$ cat config.mk
export PLATFORM = sky130hd
export DESIGN_NAME = rst_sequencer_flat
export DESIGN_NICKNAME = d
export VERILOG_FILES = /design/src/rtl/rst_sequencer_if.sv /design/src/rtl/rst_sequencer.sv /design/src/flat_wrapper.sv
export SDC_FILE = /design/constraint.sdc
export NUM_CORES = 1
export LEC_CHECK = 0
export CORE_UTILIZATION = 60
export DETAILED_ROUTE_END_ITERATION = 8
export PLACE_DENSITY = 0.82
export SYNTH_ARGS = -nofsm -noshare
export SYNTH_HDL_FRONTEND = slang
export SYNTH_SLANG_ARGS = --single-unit
$ cat constraint.sdc
create_clock -name clk -period 6.6 [get_ports clk]
set_input_delay 0.66 -clock clk [delete_from_list [all_inputs] [get_ports clk]]
set_output_delay 0.66 -clock clk [all_outputs]
set_load 0.03 [all_outputs]
$ cat src/rtl/rst_sequencer_if.sv
// rtl/rst_sequencer_if.sv - reset sequencer lock/button inputs and reset-tree outputs
// master drives the PLL lock and button, slave is the sequencer itself.
interface rst_sequencer_if;
   logic       pll_locked;
   logic       ext_rst;
   logic       rst_periph;
   logic       rst_core;
   logic       ready;
   logic [7:0] lost_count;

   modport master (
      output pll_locked,
      output ext_rst,
      input  rst_periph,
      input  rst_core,
      input  ready,
      input  lost_count
   );

   modport slave (
      input  pll_locked,
      input  ext_rst,
      output rst_periph,
      output rst_core,
      output ready,
      output lost_count
   );
endinterface

$ cat src/rtl/rst_sequencer.sv
// rtl/rst_sequencer.sv - ordered peripheral/core reset release from PLL lock and button
// Peripherals leave reset first, the core PERIPH_LEAD cycles later; lock loss is counted.
module rst_sequencer #(
   parameter int SYNC_STAGES     = 2,
   parameter int LOCK_CYCLES     = 1024,
   parameter int PERIPH_LEAD     = 16,
   parameter int DEBOUNCE_CYCLES = 65536
) (
   input  logic            clk,
   input  logic            rst,
   rst_sequencer_if.slave  bus
);
   localparam int LW = (LOCK_CYCLES     > 1) ? $clog2(LOCK_CYCLES)     : 1;
   localparam int PW = (PERIPH_LEAD     > 1) ? $clog2(PERIPH_LEAD)     : 1;
   localparam int CW = (LW > PW) ? LW : PW;
   localparam int DW = (DEBOUNCE_CYCLES > 1) ? $clog2(DEBOUNCE_CYCLES) : 1;

   typedef enum logic [1:0] {HOLD, WAIT, PERIPH, RUN} state_t;

   logic [SYNC_STAGES-1:0] r_lock_sync;
   logic [SYNC_STAGES-1:0] r_btn_sync;
   logic                   r_btn_db;
   logic [DW-1:0]          r_cnt_db;
   state_t                 r_state;
   logic [CW-1:0]          r_cnt;
   logic [7:0]             r_lost;

   state_t                 w_state_nxt;
   logic [CW-1:0]          w_cnt_nxt;
   logic [7:0]             w_lost_nxt;
   logic                   w_lock_s;
   logic                   w_btn_s;
   logic                   w_abort;

   assign w_lock_s = r_lock_sync[SYNC_STAGES-1];
   assign w_btn_s  = r_btn_sync[SYNC_STAGES-1];
   assign w_abort  = !w_lock_s || r_btn_db;

   always_ff @(posedge clk) begin
      if (rst) begin
         r_lock_sync <= '0;
         r_btn_sync  <= '0;
         r_btn_db    <= 1'b0;
         r_cnt_db    <= '0;
      end else begin
         r_lock_sync <= {r_lock_sync[SYNC_STAGES-2:0], bus.pll_locked};
         r_btn_sync  <= {r_btn_sync[SYNC_STAGES-2:0], bus.ext_rst};
         if (w_btn_s == r_btn_db) begin
            r_cnt_db <= '0;
         end else if (r_cnt_db == DW'(DEBOUNCE_CYCLES - 1)) begin
            r_btn_db <= w_btn_s;
            r_cnt_db <= '0;
         end else begin
            r_cnt_db <= r_cnt_db + 1'b1;
         end
      end
   end

   always_ff @(posedge clk) begin
      if (rst) begin
         r_state <= HOLD;
         r_cnt   <= '0;
         r_lost  <= '0;
      end else begin
         r_state <= w_state_nxt;
         r_cnt   <= w_cnt_nxt;
         r_lost  <= w_lost_nxt;
      end
   end

   // Abort is tested before counter completion so a dying lock never reaches RUN.
   always_comb begin
      w_state_nxt = r_state;
      w_cnt_nxt   = r_cnt;
      w_lost_nxt  = r_lost;
      case (r_state)
         HOLD: begin
            if (w_lock_s && !r_btn_db) begin
               w_state_nxt = WAIT;
               w_cnt_nxt   = '0;
            end
         end
         WAIT: begin
            if (w_abort) begin
               w_state_nxt = HOLD;
            end else if (r_cnt == CW'(LOCK_CYCLES - 1)) begin
               w_state_nxt = PERIPH;
               w_cnt_nxt   = '0;
            end else begin
               w_cnt_nxt = r_cnt + 1'b1;
            end
         end
         PERIPH: begin
            if (w_abort) begin
               w_state_nxt = HOLD;
            end else if (r_cnt == CW'(PERIPH_LEAD - 1)) begin
               w_state_nxt = RUN;
               w_cnt_nxt   = '0;
            end else begin
               w_cnt_nxt = r_cnt + 1'b1;
            end
         end
         RUN: begin
            if (w_abort) begin
               w_state_nxt = HOLD;
            end
         end
         default: w_state_nxt = HOLD;
      endcase
      if ((r_state == PERIPH || r_state == RUN) && !w_lock_s && r_lost != 8'hFF) begin
         w_lost_nxt = r_lost + 8'd1;
      end
   end

   assign bus.rst_periph = (r_state == HOLD) || (r_state == WAIT);
   assign bus.rst_core   = (r_state != RUN);
   assign bus.ready      = (r_state == RUN);
   assign bus.lost_count = r_lost;
endmodule
$ cat src/flat_wrapper.sv
// flat-port wrapper written by rule: the top's interface ports become plain ports
module rst_sequencer_flat 
#(
   parameter int SYNC_STAGES     = 2,
   parameter int LOCK_CYCLES     = 1024,
   parameter int PERIPH_LEAD     = 16,
   parameter int DEBOUNCE_CYCLES = 65536
)
  (clk, rst, bus_pll_locked, bus_ext_rst, bus_rst_periph, bus_rst_core, bus_ready, bus_lost_count);
  rst_sequencer_if bus_i ();
  input  logic clk;
  input  logic rst;
  input wire logic [$bits(bus_i.pll_locked)-1:0] bus_pll_locked;
  input wire logic [$bits(bus_i.ext_rst)-1:0] bus_ext_rst;
  output wire logic [$bits(bus_i.rst_periph)-1:0] bus_rst_periph;
  output wire logic [$bits(bus_i.rst_core)-1:0] bus_rst_core;
  output wire logic [$bits(bus_i.ready)-1:0] bus_ready;
  output wire logic [$bits(bus_i.lost_count)-1:0] bus_lost_count;
  assign bus_i.pll_locked = bus_pll_locked;
  assign bus_i.ext_rst = bus_ext_rst;
  assign bus_rst_periph = bus_i.rst_periph;
  assign bus_rst_core = bus_i.rst_core;
  assign bus_ready = bus_i.ready;
  assign bus_lost_count = bus_i.lost_count;
  rst_sequencer #(.SYNC_STAGES(SYNC_STAGES), .LOCK_CYCLES(LOCK_CYCLES), .PERIPH_LEAD(PERIPH_LEAD), .DEBOUNCE_CYCLES(DEBOUNCE_CYCLES)) u_core (.clk(clk), .rst(rst), .bus(bus_i));
endmodule
==> out/qor.txt <==
Max Slew Vio Count - 0
Pwr Density - 205 nW/um^2
Routability Congestion - 0.881
Pin count of the biggest net entering global routing - 24
Normalized max-slew margin - 0.455
Ys Warns - 0
Wirelength per Cell - 11.8 um
Cell Rows - 20
IO Count - 15
Worst VDD drop - 0.000166 V
Vias per std cell - 5.39
Die Y - 58.7 um
Critical Path Sink Type - output pin
CTS root buf - clkbuf_4
RSZ-0062 raised after global routing - false
Hold buffer count at cts - 0
Vias - 1,542
Fin nets - 253
Worst EP required - 5940 ps
Cts repair resizes - 0
Gr ovfl total - 0
Max-Cap Viols - 0
Area of the mapped netlist - 1930 sq um
Cells after Synth - 226
Setup bufs post-CTS - 0
CTS tree - built
Pleak - 0.683 nW
Final Hold Viols - 0
Sequential-to-total area share from yosys stat - 0.425
CTS Buf Count - 5
Startpoint Class - flip-flop
Synth area leaders - dfxtp_1 (42%), xnor2_1 (7.7%), nor2_1 (7.4%)
Fmax achieved - 380 MHz
CP Max Fanout - 6
Clock skew - 9.50 ps
Clk slew on worst S/H paths - 120 ps
Setup Viol. Count Final - 0
Core area - 3050 sq um
Setup tns final - 0 ps
H-tree lvl count - 2
Antenna-violating nets left - 0
Syn Area/Cell - 8.55 sq um
Part of the cycle the worst path needs - 0.398
IO buf count - 14
Worst hold-check path type - flip-flop to flip-flop
CTS Buffer Depth - 2
Arr. time, crit path - 1970 ps
Layout cells sized above 1 - 0.0496
Worst Tran Pin Value - 796 ps
Synth top area share - 0.425
Adder-cell share of the synthesized area - 0.0453
Wire length of the first global-routing pass - 5690 um
Number of antenna violations at the first check in global routing - 0
DR pass1 iterations - 4
Vias in the first global route - 1,373
Critical path type - flip-flop to output pin
DR iter-0 viols - 67
Fin crit period - 2630 ps
Final HPWL from detailed placement - 2360 um
Placed cell areas - 2110 sq um
Final core occ - 0.714
Status - finished, final reports clean
Synth Area in XOR/XNOR - 0.109
Largest family of logic cells by synthesized area - simple AND/OR/NAND/NOR gates
Flop and latch count out of synthesis - 41
Die area - 3450 sq um
Worst skew pair latency - 340 ps
Final wirelength - 3370 um
Final Cell Area - 2180 sq um
Yosys cell types - 41
Antenna diodes - 0
Layout Area Growth over Synthesis - 12.8%
Simple-gate share of the synthesized area - 0.276
Biggest area consumer among synthesized cells - dfxtp_1
CTS Sinks - 41
Tot GR Track Use - 0.219
Die X - 58.7 um
Complex-gate fraction of the synthesized area - 0.112
Syn nets - 237
Drt drc - 0
Post-synthesis mux area share - 0.00518
Initial core utilization - 0.633
## synthesized netlist by cell type
master and instances:
or4_1 1, o21bai_1 1, a2111oi_0 1, or4_4 1, a311o_1 1, or3_1 3
and3_1 2, nor2_1 38, ha_1 7, nor3_1 6, o31ai_1 1, mux2i_1 1
and2_1 1, nor2b_1 4, a211oi_1 2, dfxtp_1 41, nand3b_1 1, a21oi_1 11
o21ai_0 4, o21ai_1 3, clkbuf_1 4, nor4_1 2, nand3_2 1, buf_2 1
o41ai_4 1, a311oi_1 1, or4b_1 1, a21o_1 1, nand2_1 16, xor2_1 7
nand3_1 18, o21a_1 1, inv_1 9, nand4_1 5, a21boi_1 1, and4_1 3
or2_2 1, nand2b_1 4, o22ai_1 1, o31ai_2 1, xnor2_1 17
## placed cells by master, fill, tap and decap left out, types with 5 or more instances in the layout
master | Yosys | routed
nor3_1 | 6 | 6
ha_1 | 7 | 7
clkdlybuf4s50_1 | 0 | 14
xnor2_1 | 17 | 17
nand4_1 | 5 | 5
inv_1 | 9 | 9
nand2_1 | 16 | 16
nor2_1 | 38 | 38
xor2_1 | 7 | 7
dfxtp_1 | 41 | 41
nand3_1 | 18 | 18
clkbuf_4 | 0 | 5
a21oi_1 | 11 | 11
## sequential cells by signal, summed over array words and instances (netlist names)
register,cells
u_core.bus.lost_count,8
u_core.r_btn_db,1
u_core.r_btn_sync,2
u_core.r_cnt,10
u_core.r_cnt_db,16
u_core.r_lock_sync,2
u_core.r_state,2
## metal layers
metal  wire length (um)  GRT usage  vias up  part of all wire
met3                112     0.0659        8             0.033
li1                   -          -      809                 -
met1               1670      0.275      699              0.49
met5                  0          0        -                 0
met4                 78      0.119        0             0.023
met2               1510      0.338       26              0.45
## critical path, stage by stage (launching register included)
cell	delay (ps)
dfxtp_1	390
inv_1	100
ha_1	260
or2_2	280
clkdlybuf4s50_1	590
## final cells by class
cell class / count / area, sq um
Timing Repair Buffer: 14 / 140
Multi-Input combinational cell: 171 / 1060
Fill cell: 258 / 873
Clock inverter: 2 / 35.0
Inverter: 9 / 33.8
Clock buffer: 5 / 37.5
Tap cell: 44 / 55.1
Sequential cell: 41 / 821
## worst paths after layout
| path | from | end | slack, ps | cells after the start |
|---|---|---|---|---|
| setup / recovery | u_core.r_state[0] | bus_rst_periph | 3970 | 4 |
| hold / removal | u_core.r_lock_sync[0] | u_core.r_lock_sync[1] | 450 | 1 |
| setup reg to reg | u_core.r_state[0] | u_core.r_cnt[9] | 4170 | 7 |
| hold reg to reg | u_core.r_lock_sync[0] | u_core.r_lock_sync[1] | 450 | 1 |
## kinds of logic (layout without fill, tap and decap cells)
group / count (synthesis) / count (layout)
AND/OR/NAND/NOR: 108 / 108
multiplexers: 1 / 1
AO/OA/AOI/OAI: 31 / 31
adder cells (fa/ha/maj): 7 / 7
XOR/XNOR: 24 / 24
buffers and inverters: 14 / 30
flip-flops: 41 / 41
## report_power, final
group,leakage [nW],switching (mW),internal (mW)
clock network,0.0410,0.0788,0.0772
logic,0.311,0.0245,0.0154
registers,0.331,0.00189,0.250
## stage by stage
step                hold WS (ps)  std cells  power (mW)  setup WS [ps]
floorplan                    414        226       0.286           4500
global placement             419        279       0.296           4140
detailed placement           429        279       0.297           4120
CTS                          456        286       0.452           3950
global route                 475        286       0.469           3870
finish                       447        286       0.448           3970
(Power assumes the default switching activity.)
